==> config.mk <==
export PLATFORM = sky130hd
export DESIGN_NAME = mult_div_unit
export DESIGN_NICKNAME = d
export VERILOG_FILES = /design/src/rtl/mult_div_unit.sv
export SDC_FILE = /design/constraint.sdc
export NUM_CORES = 1
export LEC_CHECK = 0
export ABC_AREA = 1
export BUFFER_PORTS_ARGS = -buffer_cell sky130_fd_sc_hd__clkbuf_2
export CAP_MARGIN = 15
export CORE_MARGIN = 2
export CORE_UTILIZATION = 30
export DETAILED_ROUTE_END_ITERATION = 8
export MAX_ROUTING_LAYER = met4
export SETUP_SLACK_MARGIN = 0.15
export SYNTH_ARGS = -nofsm -noshare
export SYNTH_HDL_FRONTEND = slang
export SYNTH_SLANG_ARGS = --single-unit
==> constraint.sdc <==
create_clock -name Clk -period 4 [get_ports Clk]
set_clock_uncertainty 0.1 [all_clocks]
set_input_delay 0.6 -clock Clk [delete_from_list [all_inputs] [get_ports Clk]]
set_output_delay 0.6 -clock Clk [all_outputs]
set_load 0.1 [all_outputs]
==> src/rtl/mult_div_unit.sv <==
// Iterative multiply/divide engine for MULT, MULTU, DIV and DIVU.
// One shift/add or shift/subtract step per cycle on magnitudes, then a single sign-fix cycle.
module mult_div_unit #(
  parameter int WIDTH = 32
) (
  input  logic                 Clk,
  input  logic                 Rst,
  input  logic                 Start,
  input  logic [1:0]           Op,
  input  logic [WIDTH-1:0]     A,
  input  logic [WIDTH-1:0]     B,
  output logic                 Busy,
  output logic                 Done,
  output logic                 HiLoEn,
  output logic [2*WIDTH-1:0]   HiLoWrite,
  output logic                 DivByZero,
  output logic [1:0]           DbgState
);

  localparam int CW = (WIDTH > 1) ? $clog2(WIDTH) : 1;

  // Handshake: Start is taken only on a rising edge where Busy=0 (IDLE); while
  // Busy=1 Start is ignored, nothing is queued. Done/HiLoEn pulse for one cycle
  // when HiLoWrite takes a new value; HiLoWrite then holds until the next Done.
  typedef enum logic [1:0] {
    IDLE = 2'd0,
    CALC = 2'd1,
    FIX  = 2'd2,
    DONE = 2'd3
  } state_e;

  state_e               state_q, state_d;
  logic [1:0]           op_q, op_d;
  logic [WIDTH-1:0]     b_q, b_d;
  logic [2*WIDTH-1:0]   acc_q, acc_d;
  logic [CW-1:0]        cnt_q, cnt_d;
  logic                 neg_res_q, neg_res_d;
  logic                 neg_rem_q, neg_rem_d;
  logic                 dbz_q, dbz_d;
  logic                 done_q, done_d;
  logic [2*WIDTH-1:0]   hilo_q, hilo_d;

  logic                 in_signed;
  logic                 in_div;
  logic [WIDTH-1:0]     a_mag;
  logic [WIDTH-1:0]     b_mag;
  logic [WIDTH:0]       mul_sum;
  logic [WIDTH:0]       rem_w;
  logic [WIDTH-1:0]     rem_diff;
  logic [WIDTH-1:0]     fix_hi;
  logic [WIDTH-1:0]     fix_lo;

  always_comb begin
    state_d   = state_q;
    op_d      = op_q;
    b_d       = b_q;
    acc_d     = acc_q;
    cnt_d     = cnt_q;
    neg_res_d = neg_res_q;
    neg_rem_d = neg_rem_q;
    dbz_d     = dbz_q;
    done_d    = 1'b0;
    hilo_d    = hilo_q;

    in_signed = ~Op[0];
    in_div    = Op[1];
    a_mag     = (in_signed && A[WIDTH-1]) ? -A : A;
    b_mag     = (in_signed && B[WIDTH-1]) ? -B : B;

    // Multiply: add multiplicand into the high half when the current LSB is set, then shift right.
    mul_sum   = {1'b0, acc_q[2*WIDTH-1:WIDTH]} + (acc_q[0] ? {1'b0, b_q} : '0);

    // Divide: {rem,quot} shifted left; rem_w is the widened shifted remainder.
    rem_w     = {acc_q[2*WIDTH-1:WIDTH], acc_q[WIDTH-1]};
    rem_diff  = rem_w[WIDTH-1:0] - b_q;

    fix_hi    = neg_rem_q ? -acc_q[2*WIDTH-1:WIDTH] : acc_q[2*WIDTH-1:WIDTH];
    fix_lo    = neg_res_q ? -acc_q[WIDTH-1:0] : acc_q[WIDTH-1:0];

    case (state_q)
      IDLE: begin
        if (Start) begin
          op_d      = Op;
          b_d       = b_mag;
          acc_d     = {{WIDTH{1'b0}}, a_mag};
          cnt_d     = CW'(WIDTH - 1);
          neg_res_d = in_signed & (A[WIDTH-1] ^ B[WIDTH-1]);
          neg_rem_d = in_signed & A[WIDTH-1];
          dbz_d     = in_div && (B == '0);
          if (in_div && (B == '0)) begin
            // Divide by zero skips the datapath: Hi is the raw dividend, Lo all ones.
            acc_d   = {A, {WIDTH{1'b1}}};
            state_d = DONE;
          end else begin
            state_d = CALC;
          end
        end
      end

      CALC: begin
        if (op_q[1]) begin
          if (rem_w >= {1'b0, b_q}) begin
            acc_d = {rem_diff, acc_q[WIDTH-2:0], 1'b1};
          end else begin
            acc_d = {rem_w[WIDTH-1:0], acc_q[WIDTH-2:0], 1'b0};
          end
        end else begin
          acc_d = {mul_sum, acc_q[WIDTH-1:1]};
        end
        cnt_d = cnt_q - 1'b1;
        if (cnt_q == '0) begin
          state_d = FIX;
        end
      end

      FIX: begin
        if (op_q[1]) begin
          acc_d = {fix_hi, fix_lo};
        end else if (neg_res_q) begin
          acc_d = -acc_q;
        end
        state_d = DONE;
      end

      DONE: begin
        done_d  = 1'b1;
        hilo_d  = acc_q;
        state_d = IDLE;
      end

      default: begin
        state_d = IDLE;
      end
    endcase
  end

  always_ff @(posedge Clk or negedge Rst) begin
    if (!Rst) begin
      state_q   <= IDLE;
      op_q      <= '0;
      b_q       <= '0;
      acc_q     <= '0;
      cnt_q     <= '0;
      neg_res_q <= 1'b0;
      neg_rem_q <= 1'b0;
      dbz_q     <= 1'b0;
      done_q    <= 1'b0;
      hilo_q    <= '0;
    end else begin
      state_q   <= state_d;
      op_q      <= op_d;
      b_q       <= b_d;
      acc_q     <= acc_d;
      cnt_q     <= cnt_d;
      neg_res_q <= neg_res_d;
      neg_rem_q <= neg_rem_d;
      dbz_q     <= dbz_d;
      done_q    <= done_d;
      hilo_q    <= hilo_d;
    end
  end

  assign Busy      = (state_q != IDLE);
  assign Done      = done_q;
  assign HiLoEn    = done_q;
  assign HiLoWrite = hilo_q;
  assign DivByZero = dbz_q;
  assign DbgState  = state_q;

endmodule

# Word-level counts from Yosys, hierarchy flattened
# Cells that the tools add are included.
dict set report word_totals {
  ff_bits 173
  in_bits 69
  elab_cells 65
}
dict set report op_classes {
  n_eq_ne 8
  n_lt_le_gt_ge 1
  n_bitwise 4
  n_addsub 8
  n_mux 19
  n_reduce_logical 14
}
# operator count
set op_table {}
lappend op_table {{64-bit two-way mux} 6}
lappend op_table {{64-bit one-hot mux with 3 select lines} 1}
lappend op_table {{32-bit two-way mux} 5}
lappend op_table {{32-bit negation} 4}
lappend op_table {{64-bit negation} 1}
lappend op_table {{32-bit by 32-bit adder with 33-bit output} 1}
lappend op_table {{33-bit by 32-bit >= comparator with 1-bit output} 1}
lappend op_table {{32-bit zero test} 1}
lappend op_table {{32-bit subtractor} 1}
lappend op_table {{5-bit one-hot mux with 2 select lines} 1}
lappend op_table {{2-bit one-hot mux with 4 select lines} 1}
lappend op_table {{2-bit two-way mux} 3}
lappend op_table {{2-bit != test, second input constant} 3}
lappend op_table {{3-bit != test, second input constant} 2}
lappend op_table {{2-bit AND reduction} 3}
lappend op_table {{5-bit zero test} 1}
lappend op_table {{5-bit two-way mux} 1}
lappend op_table {{5-bit by 1-bit subtractor with 5-bit output, second input constant} 1}
lappend op_table {{2-bit == test, second input constant} 2}
lappend op_table {{4-bit AND reduction} 1}
lappend op_table {{2-bit nonzero test} 2}
lappend op_table {{1-bit logical AND} 3}
lappend op_table {{3-bit AND reduction} 1}
lappend op_table {{3-bit nonzero test} 1}
lappend op_table {{other kinds (6)} 7}

# Depth between registers and ports, before layout
dict set report depth {
  ltp_word 6
  depth_mapped 21
  mapped_depth_nobuf 20
}

# Worst setup path before layout
# OpenSTA, ideal clock, no wires.
dict set report synth_path {
  kind {reg-to-reg}
  from {register state_q[0], in the netlist DbgState[0]}
  to {register acc_q[2]}
  arrival_time_ns 3.045
  t_required_ns 3.768
  path_stages_with_launch 10
  setup_ns 0.132
  slack_ns 0.723
  path_cell_list {dfrtp_1 -> inv_1 -> ha_1 -> inv_1 -> nor2_1 -> nor2_1 -> o21ai_1 -> inv_2 -> clkbuf_1 -> o22ai_1}
}
dict set report synth_between {
  elab_chain_cells 3
  elab_cells_between_ends 8
  cone_classes {eq/ne: 4; mux: 1; reduce/logical: 3}
}
# element line
set synth_rtl {}
lappend synth_rtl {{start, declared} 32} ;# state_e state_q, state_d;
lappend synth_rtl {{start signal, assigned} 150} ;# state_q <= state_d;
lappend synth_rtl {{2-bit == test, or another cell as far along} 80} ;# case (state_q)
lappend synth_rtl {{2-bit != test (no source line) / 3-bit nonzero test (equally long branches)} n/a}
lappend synth_rtl {{3-bit AND reduction (no source line)} n/a}
lappend synth_rtl {{end signal, assigned} 142} ;# acc_q <= '0;
lappend synth_rtl {{end signal, assigned} 153} ;# acc_q <= acc_d;
lappend synth_rtl {{end, declared} 35} ;# logic [2*WIDTH-1:0] acc_q, acc_d;
# Parallel ways exist; a longest one is shown, timed or not.
# A chain may end at the register's enable or synchronous reset.

# Worst setup path after layout
dict set report layout_path {
  from {register acc_q[32]}
  to {register acc_q[48]}
}
dict set report layout_between {
  elab_chain_cells 4
  elab_cells_between_ends 11
  cone_classes {add/sub: 4; order compare: 1; mux: 6}
}
# element line
set layout_rtl {}
lappend layout_rtl {{64-bit negation, or another cell as far along} 120} ;# acc_d = -acc_q;
lappend layout_rtl {{64-bit two-way mux, or another cell as far along} 119} ;# end else if (neg_res_q) begin
lappend layout_rtl {{64-bit two-way mux (on tied branches)} {117, 101}}
lappend layout_rtl {{64-bit one-hot mux with 3 select lines (*)} 80}
# Every way passes the cells marked *; elsewhere a longest branch is shown, timed or not. The select of a mux whose other input is x is not followed.

==> impl_metrics.prom <==
# TYPE chip_impl_metric gauge
chip_impl_info{name="outcome",value="finished, final reports clean"} 1
chip_impl_metric{name="nFillCells",unit=""} 6749
chip_impl_metric{name="cap_viol_max_count",unit=""} 0
chip_impl_metric{name="cts.repair_timing.setup_buffer_count",unit=""} 0
chip_impl_metric{name="die_h",unit="um"} 248
chip_impl_info{name="min_path_type",value="input pin to async pin"} 1
chip_impl_metric{name="grt_use_total",unit=""} 0.280
chip_impl_metric{name="synth-edff-count",unit=""} 0
chip_impl_metric{name="quantity_of_hold_fixing_buffers_added_after_cts",unit=""} 0
chip_impl_metric{name="cts_buffer_depth",unit=""} 2
chip_impl_metric{name="timing.final.crit_share",unit=""} 0.889
chip_impl_metric{name="worst_setup_slack_final",unit="ns"} 0.445
chip_impl_info{name="r2r-start",value="acc_q[32]$_DFFE_PN0P_"} 1
chip_impl_metric{name="avgRoutedWirePerCell",unit="um"} 21.2
chip_impl_metric{name="crit_fanout",unit=""} 17
chip_impl_info{name="crit_type",value="register to register"} 1
chip_impl_metric{name="timing_worst_slew_pin_value",unit="ns"} 0.947
chip_impl_metric{name="syn2layout_area_growth",unit="%"} 13.2
chip_impl_metric{name="cts_repair_resize_count",unit=""} 0
chip_impl_metric{name="nets_in_the_synthesized_netlist",unit=""} 3199
chip_impl_metric{name="synth_cells",unit=""} 3054
chip_impl_metric{name="finalNonFillerCells",unit=""} 3967
chip_impl_metric{name="placed_wire_length_estimate",unit="um"} 68400
chip_impl_metric{name="ys_seq_elements",unit=""} 172
chip_impl_metric{name="reg2reg_depth",unit=""} 16
chip_impl_metric{name="grt_pass1_wl",unit="um"} 124000
chip_impl_metric{name="core-area",unit="mm2"} 0.0590
chip_impl_metric{name="layout-drive-gt1-share",unit=""} 0.0960
chip_impl_metric{name="cell_count_post_placement",unit=""} 3928
chip_impl_metric{name="grt_antenna_before_repair",unit=""} 7
chip_impl_info{name="timing.rr.end",value="acc_q[48]$_DFFE_PN0P_"} 1
chip_impl_metric{name="numPortBuffers",unit=""} 138
chip_impl_metric{name="clkSlewWorstSetupHoldPaths",unit="ns"} 0.07
chip_impl_metric{name="post_drt_via_cell_ratio",unit=""} 5.28
chip_impl_metric{name="finalNetCount",unit=""} 3319
chip_impl_metric{name="die_area",unit="mm2"} 0.0617
chip_impl_metric{name="async_reset_ff_frac",unit=""} 1.00
chip_impl_metric{name="clock.fmax",unit="GHz"} 0.281
chip_impl_metric{name="final.setup.tns",unit="ns"} 0
chip_impl_metric{name="max_h_tree_level",unit=""} 4
chip_impl_metric{name="synth_seq_area_share",unit=""} 0.240
chip_impl_metric{name="core.rowCount",unit=""} 89
chip_impl_metric{name="timing.final.hold_violations",unit=""} 0
chip_impl_metric{name="cts_buffers",unit=""} 17
chip_impl_metric{name="drt_iter0_drc",unit=""} 2620
chip_impl_info{name="setup_repair_after_global_routing_missed_its_margin",value="no"} 1
chip_impl_info{name="synth-main-ff-cell",value="dfrtp_1"} 1
chip_impl_metric{name="grt_start_max_net_pins",unit=""} 86
chip_impl_metric{name="gr-total-overflow",unit=""} 0
chip_impl_metric{name="finalWeightedCongestion",unit=""} 1.06
chip_impl_metric{name="dpl_ws",unit="ns"} 0.572
chip_impl_info{name="cts_tree",value="done"} 1
chip_impl_metric{name="initial_standard_cell_utilization_of_the_core",unit=""} 0.303
chip_impl_metric{name="worst_ep_required_time",unit="ns"} 4.30
chip_impl_metric{name="timing.slew.headroom",unit=""} 0.369
chip_impl_metric{name="data_arrival_critical_path",unit="ns"} 3.85
chip_impl_metric{name="yosysWarningCount",unit=""} 0
chip_impl_metric{name="drc",unit=""} 0
chip_impl_metric{name="cts.sinks",unit=""} 172
chip_impl_info{name="critical_path.endpoint_type",value="register"} 1
chip_impl_metric{name="top_level_ports",unit=""} 139
chip_impl_metric{name="firstDrtPassIters",unit=""} 7
chip_impl_info{name="worst_setup_path_start_kind",value="register"} 1
chip_impl_metric{name="insertion_delay",unit="ns"} 0.52
chip_impl_metric{name="die_w",unit="um"} 248
chip_impl_metric{name="vias",unit=""} 20964
chip_impl_metric{name="timing.reg2reg.setup_slack",unit="ns"} 0.44
chip_impl_metric{name="drt_wl_total",unit="um"} 84200
chip_impl_metric{name="setup_viol_count_final",unit=""} 0
chip_impl_metric{name="number_of_global_route_vias_before_repair",unit=""} 18828
chip_impl_metric{name="mappedNetlistArea",unit="mm2"} 0.0179
chip_impl_metric{name="slew_viol_final",unit=""} 0
chip_impl_info{name="cts_root_buf",value="clkbuf_16"} 1
chip_impl_metric{name="antenna_left",unit=""} 0
chip_impl_metric{name="yosysUniqueCellTypes",unit=""} 51
chip_impl_metric{name="avgSynthCellArea",unit="um2"} 5.86
chip_impl_metric{name="final.min_clock_period",unit="ns"} 3.56
-- cells in the final DEF, fill, tap and decap left out, types with 5 or more instances in the layout --
cell type / netlist / routed
nand2_1: 995 / 994
nand4_1: 45 / 45
or2_2: 6 / 6
nor2_1: 312 / 312
inv_8: 0 / 6
nor4_1: 8 / 8
inv_2: 10 / 11
dfrtp_1: 172 / 171
inv_1: 429 / 427
nand3_1: 257 / 257
nand3b_1: 18 / 18
xnor2_1: 13 / 13
ha_1: 74 / 73
xor2_1: 84 / 84
o21bai_1: 5 / 5
clkbuf_2: 1 / 137
o31ai_1: 7 / 7
nor3_1: 26 / 26
a21oi_2: 16 / 16
o211ai_2: 10 / 10
o22ai_1: 5 / 5
o21ai_0: 243 / 243
nor2_2: 11 / 11
diode_2: 0 / 8
o21ai_1: 13 / 12
a31oi_1: 25 / 25
a21oi_1: 135 / 135
clkbuf_16: 0 / 17
buf_4: 3 / 55
-- worst max path at each step --
stage	slack, ns	start	depth (start not counted)	end
6_report	0.44	acc_q[32]$_DFFE_PN0P_	16	acc_q[48]$_DFFE_PN0P_
5_1_grt	0.25	acc_q[54]$_DFFE_PN0P_	18	acc_q[48]$_DFFE_PN0P_
4_1_cts	0.56	acc_q[32]$_DFFE_PN0P_	16	acc_q[48]$_DFFE_PN0P_
3_5_place_dp	0.57	acc_q[32]$_DFFE_PN0P_	16	acc_q[48]$_DFFE_PN0P_
3_3_place_gp	0.61	acc_q[32]$_DFFE_PN0P_	16	acc_q[48]$_DFFE_PN0P_
2_1_floorplan	0.72	DbgState[0]$_DFFE_PN0P_	9	acc_q[2]$_DFFE_PN0P_
-- metal layers --
layer / track usage / up-vias / share of wire
li1: - / 10002 / -
met1: 0.397 / 9726 / 0.46
met2: 0.393 / 1103 / 0.41
met3: 0.0545 / 133 / 0.096
met4: 0.0977 / 0 / 0.033
met5: - / - / 0
-- registers in the layout, summed over array words and instances, names as in the netlist --
signal / cells
DbgState: 2
DivByZero: 1
Done: 1
HiLoWrite: 64
acc_q: 64
b_q: 32
cnt_q: 5
neg_rem_q: 1
neg_res_q: 1
op_q: 1
-- synth_stat cells, types with 3 or more instances --
cell type | instances | area share
nand2_1 | 995 | 0.21
inv_1 | 429 | 0.090
nor2_1 | 312 | 0.065
nand3_1 | 257 | 0.072
o21ai_0 | 243 | 0.068
dfrtp_1 | 172 | 0.24
a21oi_1 | 135 | 0.038
xor2_1 | 84 | 0.041
ha_1 | 74 | 0.052
clkbuf_1 | 70 | 0.015
nand4_1 | 45 | 0.016
nor3_1 | 26 | 0.0073
a31oi_1 | 25 | 0.0087
nand3b_1 | 18 | 0.0075
a21oi_2 | 16 | 0.0078
o21ai_1 | 13 | 0.0036
xnor2_1 | 13 | 0.0064
nor2_2 | 11 | 0.0038
buf_1 | 10 | 0.0021
inv_2 | 10 | 0.0021
o211ai_2 | 10 | 0.0070
nor4_1 | 8 | 0.0028
buf_2 | 7 | 0.0020
o31ai_1 | 7 | 0.0029
or2_2 | 6 | 0.0021
o21bai_1 | 5 | 0.0021
o22ai_1 | 5 | 0.0017
buf_6 | 4 | 0.0025
clkinv_1 | 4 | 0.00084
nand3_2 | 4 | 0.0022
buf_4 | 3 | 0.0013
nand2_2 | 3 | 0.0010
nand2_4 | 3 | 0.0019
nor3_2 | 3 | 0.0017
o21a_1 | 3 | 0.0013
-- cells by family (layout without fill, tap and decap cells) --
family,after synthesis,after routing,synth area share
flip-flops,172,172,0.240
buffers and inverters,538,670,0.116
XOR/XNOR,97,97,0.0474
adder cells (fa/ha/maj),76,76,0.0539
AND/OR/NAND/NOR,1699,1699,0.397
AO/OA/AOI/OAI,472,472,0.145
other,0,8,0
-- critical path, stage by stage (launching register included) --
cell and delay [ns]:
dfrtp_1 0.66, ha_1 0.53, nand2_1 0.08, nor2_1 0.12
nand3_1 0.10, nand3_2 0.14, nand2_1 0.08, nand2_1 0.09
nand2_2 0.21, nand2_4 0.34, nand2_2 0.30, inv_2 0.27
nand3_1 0.12, nand3_1 0.10, nand2_1 0.08, nand2_1 0.06
nand2_1 0.05
-- layout make-up --
class | count | area [um2] | area share
Antenna cell | 8 | 20.0 | 0.000988
Clock buffer | 17 | 425 | 0.0210
Clock inverter | 14 | 174 | 0.00858
Inverter | 443 | 1660 | 0.0821
Multi-Input combinational cell | 2344 | 11500 | 0.569
Sequential cell | 172 | 4310 | 0.213
Tap cell | 773 | 967 | 0.0477
Timing Repair Buffer | 196 | 1170 | 0.0578
-- metrics by stage --
stage | instance area, um2 | hold WS [ns] | utilization
after detailed placement | 19700 | 0.372 | 0.333
after global routing | 20300 | 0.0871 | 0.343
after CTS | 20300 | 0.0605 | 0.343
after floorplan | 17900 | 0.204 | -
after global placement | 19700 | 0.367 | 0.333
final | 20300 | 0.0468 | 0.343
Power is left out: the tool's default activity adds up to more than one toggle a clock period on the data nets, which glitch-free logic cannot reach.
